==> src/rtl/fifo_arb_pkg.sv <==
// Shared types and constants for the FIFO write arbiter.
// Optional statistics counters are enabled by defining FIFO_ARB_STATS_EN.
package fifo_arb_pkg;

  // Width of one FIFO word and of each requester's data lane.
  localparam int FIFO_WIDTH = 140;

  // Arbiter FSM states.
  typedef enum logic [1:0] {
    IDLE    = 2'd0,
    BURST   = 2'd1,
    SETTLE  = 2'd2,
    BLOCKED = 2'd3
  } arb_state_t;

  // Width of a requester index; never narrower than one bit.
  function automatic int grant_w(input int n);
    return (n > 1) ? $clog2(n) : 1;
  endfunction

endpackage

==> src/rtl/fifo_wr_arbiter_rr.sv <==
// Combinational round-robin selector: the first set request at or after
// ptr (wrapping) wins, and the grant is returned one-hot.
module rr_arbiter #(
  parameter int NUM_REQ = 4,
  parameter int PTR_W   = 2
) (
  input  logic [NUM_REQ-1:0] req,
  input  logic [PTR_W-1:0]   ptr,
  output logic [NUM_REQ-1:0] gnt
);

  logic [2*NUM_REQ-1:0] req_dbl;
  logic [NUM_REQ-1:0]   rot_req;
  logic [NUM_REQ-1:0]   rot_gnt;
  logic [2*NUM_REQ-1:0] gnt_dbl;

  // Rotate so ptr sits at bit 0, isolate the lowest set bit, rotate back.
  always_comb begin
    req_dbl = {req, req} >> ptr;
    rot_req = req_dbl[NUM_REQ-1:0];
    rot_gnt = rot_req & (~rot_req + NUM_REQ'(1));
    gnt_dbl = {rot_gnt, rot_gnt} << ptr;
    gnt     = gnt_dbl[2*NUM_REQ-1:NUM_REQ];
  end

endmodule

==> src/rtl/fifo_wr_arbiter.sv <==
// Credit-based round-robin write arbiter in front of an async FIFO.
// Grants up to DEPTH writes per burst, then goes quiet for SETTLE_CYC
// cycles so the synchronized fifo_full flag can catch up before the
// next burst. Define FIFO_ARB_STATS_EN to add wr_count / stall_count.
module fifo_wr_arbiter
  import fifo_arb_pkg::*;
#(
  parameter int NUM_REQ    = 4,
  parameter int DEPTH      = 2,
  parameter int SETTLE_CYC = 4
) (
  input  logic                          clk_in,
  input  logic                          rst,
  input  logic [NUM_REQ-1:0]            req_valid,
  input  logic [NUM_REQ*FIFO_WIDTH-1:0] req_data,
  output logic [NUM_REQ-1:0]            req_ready,
  input  logic                          fifo_full,
  output logic                          fifo_w_enable,
  output logic [FIFO_WIDTH-1:0]         data_to_fifo,
  output logic [grant_w(NUM_REQ)-1:0]   grant_id
`ifdef FIFO_ARB_STATS_EN
  ,
  output logic [15:0]                   wr_count,
  output logic [15:0]                   stall_count
`endif
);

  localparam int GW = grant_w(NUM_REQ);
  localparam int CW = $clog2(DEPTH + 1);
  localparam int SW = $clog2(SETTLE_CYC + 1);

  arb_state_t           state, state_next;
  logic [CW-1:0]        credit, credit_next;
  logic [SW-1:0]        settle_cnt, settle_cnt_next;
  logic [GW-1:0]        rr_ptr;
  logic                 eligible;
  logic                 any_valid;
  logic                 accept;
  logic [NUM_REQ-1:0]   gnt;
  logic [GW-1:0]        sel_idx;
  logic [FIFO_WIDTH-1:0] sel_data;
  logic [FIFO_WIDTH-1:0] masked [NUM_REQ];

  assign any_valid = |req_valid;

  rr_arbiter #(
    .NUM_REQ (NUM_REQ),
    .PTR_W   (GW)
  ) u_rr (
    .req (req_valid),
    .ptr (rr_ptr),
    .gnt (gnt)
  );

  // Only the granted lane survives the mask, so other lanes' data is ignored.
  for (genvar gi = 0; gi < NUM_REQ; gi++) begin : g_mask
    assign masked[gi] = req_data[gi*FIFO_WIDTH +: FIFO_WIDTH] & {FIFO_WIDTH{gnt[gi]}};
  end

  // OR-reduce the masked lanes and encode the one-hot grant to an index.
  always_comb begin
    sel_data = '0;
    sel_idx  = '0;
    for (int i = 0; i < NUM_REQ; i++) begin
      sel_data = sel_data | masked[i];
      if (gnt[i]) sel_idx = sel_idx | GW'(i);
    end
  end

  // FSM state, credit and settle counter registers.
  always_ff @(posedge clk_in) begin
    if (rst) begin
      state      <= IDLE;
      credit     <= CW'(DEPTH);
      settle_cnt <= '0;
    end else begin
      state      <= state_next;
      credit     <= credit_next;
      settle_cnt <= settle_cnt_next;
    end
  end

  // Next-state logic plus the combinational accept strobe; a full FIFO
  // drops req_ready in the very cycle it is seen.
  always_comb begin
    state_next      = state;
    credit_next     = credit;
    settle_cnt_next = settle_cnt;
    eligible        = ((state == IDLE) || (state == BURST)) && !fifo_full && (credit != '0);
    req_ready       = eligible ? gnt : '0;
    accept          = eligible && any_valid;
    if (accept) credit_next = credit - CW'(1);

    case (state)
      IDLE: begin
        if (fifo_full) begin
          state_next      = SETTLE;
          settle_cnt_next = '0;
        end else if (accept) begin
          state_next      = (credit == CW'(1)) ? SETTLE : BURST;
          settle_cnt_next = '0;
        end
      end
      BURST: begin
        if (fifo_full || !any_valid || (credit == '0) || (accept && (credit == CW'(1)))) begin
          state_next      = SETTLE;
          settle_cnt_next = '0;
        end
      end
      SETTLE: begin
        if (settle_cnt == SW'(SETTLE_CYC - 1)) begin
          if (fifo_full) begin
            state_next = BLOCKED;
          end else begin
            state_next  = IDLE;
            credit_next = CW'(DEPTH);
          end
        end else begin
          settle_cnt_next = settle_cnt + SW'(1);
        end
      end
      BLOCKED: begin
        if (!fifo_full) begin
          state_next      = SETTLE;
          settle_cnt_next = '0;
        end
      end
      default: begin
        state_next = IDLE;
      end
    endcase
  end

  // Registered write port and round-robin pointer; reset discards any
  // transfer accepted in the same cycle.
  always_ff @(posedge clk_in) begin
    if (rst) begin
      fifo_w_enable <= 1'b0;
      data_to_fifo  <= '0;
      grant_id      <= '0;
      rr_ptr        <= '0;
    end else begin
      fifo_w_enable <= accept;
      if (accept) begin
        data_to_fifo <= sel_data;
        grant_id     <= sel_idx;
        rr_ptr       <= (sel_idx == GW'(NUM_REQ - 1)) ? '0 : sel_idx + GW'(1);
      end
    end
  end

`ifdef FIFO_ARB_STATS_EN
  // Saturating counters of FIFO writes and of stalled-request cycles.
  always_ff @(posedge clk_in) begin
    if (rst) begin
      wr_count    <= '0;
      stall_count <= '0;
    end else begin
      if (fifo_w_enable && (wr_count != 16'hFFFF)) wr_count <= wr_count + 16'd1;
      if (((state == SETTLE) || (state == BLOCKED)) && any_valid && (stall_count != 16'hFFFF))
        stall_count <= stall_count + 16'd1;
    end
  end
`endif

endmodule

==> config.mk <==
export PLATFORM = sky130hd
export DESIGN_NAME = fifo_wr_arbiter
export DESIGN_NICKNAME = d
export VERILOG_FILES = /design/src/rtl/fifo_arb_pkg.sv /design/src/rtl/fifo_wr_arbiter_rr.sv /design/src/rtl/fifo_wr_arbiter.sv
export SDC_FILE = /design/constraint.sdc
export NUM_CORES = 1
export LEC_CHECK = 0
export ABC_AREA = 1
export BUFFER_PORTS_ARGS = -buffer_cell sky130_fd_sc_hd__buf_4
export CORE_AREA = 8 8 274 276
export DETAILED_ROUTE_END_ITERATION = 8
export DIE_AREA = 0 0 282 284
export HOLD_SLACK_MARGIN = 0.15
export SLEW_MARGIN = 20
export SYNTH_ARGS = -nofsm -noshare
export SYNTH_HDL_FRONTEND = slang
export SYNTH_SLANG_ARGS = --single-unit
==> constraint.sdc <==
create_clock -name clk_in -period 6.3 [get_ports clk_in]
set_clock_uncertainty 0.05 [all_clocks]
set_input_delay 1.575 -clock clk_in [delete_from_list [all_inputs] [get_ports clk_in]]
set_output_delay 1.575 -clock clk_in [all_outputs]
set_load 0.03 [all_outputs]
==> flow_summary.yaml <==
status:
  status: "finished clean"
synthesis:
  syn_area_um2: 10320
  yosys_warnings: 0
  ys_top_cells_by_count: "nand3_1 (710), nor2_1 (291), nand2_1 (176)"
  ys_types: 24
  async_reset_ff_frac: 0
  synth.area.top_cells: "nand3_1 (34%), dfxtp_1 (29%), nor2_1 (11%)"
  syn_inst: 1696
  synth-seq-cells: 152
  synth.most_common_cell: "nand3_1"
  synth_top_area_cell: "nand3_1"
  syn-num-nets: 2267
  synth_area_per_cell_um2: 6.084
  ys_dominant_reg_cell: "dfxtp_1"
  synth_edf_count: 0
  yosysTopAreaCellShare: 0.3444
  ys_seq_area_frac: 0.2949
timing:
  period_needed_ps: 4885
  finalSetupViolCount: 0
  slew_violations: 0
  slew_headroom: 0.3846
  fin_crit_sh: 0.7755
  rsz0062_at_grt: "false"
  clock.fmax_mhz: 204.7
  hold_violations: 0
  tns_ps: 0
  worst_pin_slew_ps: 923.1
die:
  start_util: 0.1458
  die_w_um: 282
  die_h_um: 284
  ios: 714
  coreArea_um2: 70750
  dieArea_um2: 80090
  rows: 98
run:
  cap_violations: 0
layout:
  nets: 2855
  drive_gt1_frac: 0.3428
  postLayoutCellArea_um2: 16820
  diodes: 0
  area_delta_synth_final_pct: 62.97
place:
  dpl.hpwl_um: 45290
  globalplace.congestion: 0.8435
  post_dp_cell_area_um2: 16230
  buffer_ports.inserted: 713
global_route:
  antenna_found_initial: 1
  grt_max_degree: 137
  grtUsageTotal: 0.1413
  overflow: 0
  grt_pass1_vias: 14500
  grt_pass1_wl_um: 88410
clocking:
  clock_latency_ps: 460
  cts_max_level: 4
  cts_buffers: 17
  ctsHoldBuffers: 0
  clock_sinks: 152
  post_cts_buffers: 0
  cts_tree: "yes"
  root_buffer: "clkbuf_16"
  post_cts_resized: 0
  clk_pin_slew_ps: 70
  clockBufferDepth: 2
detailed_routing:
  dr_total_vias: 14610
  detail-route-antenna-nets: 0
  viasPerCell: 4.502
  drc_errors: 0
  met1_length_um: 24100
  dr.pass1.iters: 5
  drt_iter0_markers: 768
  met3_length_um: 5023
  routedWlPerCell_um: 18.63
  top_layer_used: "met4"
  wl_met2_um: 29170
  wirelength_um: 60480
setup_path:
  crit_path_start_kind: "primary input"
  cp.required_ps: 4680
  critical_path_class: "in -> out"
  cp.arrival_ps: 3260
  cp_max_fo: 33
  endpoint_kind: "output pin"
power_and_ir_drop:
  ir_worst_vdd_mv: 0.2421
  cellPowerDensity_nw_per_um2: 547.3
  p_leak_uw: 0.007777
min_path:
  worstHoldPathType: "reg -> reg"
## metrics by stage
step | util | setup WS, ps | instances | total power [uW] | hold slack [ps]
after detailed placement | 0.2294 | 1423 | 3215 | 8122 | 430.3
after CTS | 0.2377 | 1425 | 3246 | 9265 | 448.4
after global placement | 0.2294 | 1455 | 3215 | 8126 | 421.5
final | 0.2377 | 1415 | 3246 | 9203 | 443.5
after floorplan | - | 1723 | 1696 | 6017 | 406.5
after global routing | 0.2377 | 1239 | 3246 | 9940 | 489.3
## worst max-delay path: stages
cell     delay [ps]
buf_4           120
nand2_1          90
nand3_2         100
nand2_2         160
nand4_1         220
nand3_4         480
nand2_1         200
nor2_1          130
buf_4           170
## placed cells by master (no fill, tap or decap)
cell type	n
nand2_2	3
inv_6	3
nand3_2	2
nor2_4	1
clkinvlp_4	2
o211ai_1	2
nand2_1	176
a21oi_1	6
nor2_1	291
a31oi_1	2
dfxtp_1	152
inv_4	2
buf_12	1
clkbuf_16	17
clkinv_2	3
nand2_4	2
nor3_1	2
buf_4	737
nand3_4	6
clkbuf_8	3
clkbuf_1	1
bufinv_16	2
o211a_1	1
nand3_1	709
o21ai_0	148
nand4_1	3
inv_1	11
ha_1	4
o22ai_1	1
inv_8	1
inv_2	2
## power breakdown
| part | switching, uW | internal (uW) | leakage [uW] |
|---|---|---|---|
| clock network | 471 | 614 | 0.000286 |
| logic | 4540 | 2070 | 0.00623 |
| registers | 204 | 1310 | 0.00126 |
## layer usage
layer  GRT usage  vias up
met4     0.06328        0
met1      0.1651     6830
met2      0.2397      681
li1            -     7007
met5           0        -
met3     0.03699       95
## cell type report
type	instances	area (um^2)
clock buffer	21	470.5
timing repair buffer	738	5553
sequential	152	3043
inverter	16	72.57
multi-input combinational	1359	6372
tap	950	1189
clock inverter	10	116.4
fill	8025	53930
## logic make-up after synthesis
family | synth area share
AOI/OAI and AO/OA | 0.07894
adders and majority gates | 0.004850
buffers and inverters | 0.09337
DFF | 0.2949
and+or+nand+nor | 0.5280
## final timing paths
check / start / end / slack, ps / cells after the start
hold reg to reg: credit[1]$_SDFF_PP1_ / credit[1]$_SDFF_PP1_ / 440 / 2
setup / recovery: req_valid[3] / req_ready[2] / 1410 / 9
hold / removal: credit[1]$_SDFF_PP1_ / credit[1]$_SDFF_PP1_ / 440 / 2
setup reg to reg: rr_ptr[1]$_SDFFE_PP0N_ / data_to_fifo[126]$_SDFFE_PP0N_ / 2790 / 12
## state kept, by name, summed over array words and instances (netlist names)
signal	flops
data_to_fifo	140
settle_cnt	3
credit	2
grant_id	2
rr_ptr	2
state	2
fifo_w_enable	1
Note: power is estimated with default switching activity, not from simulation.
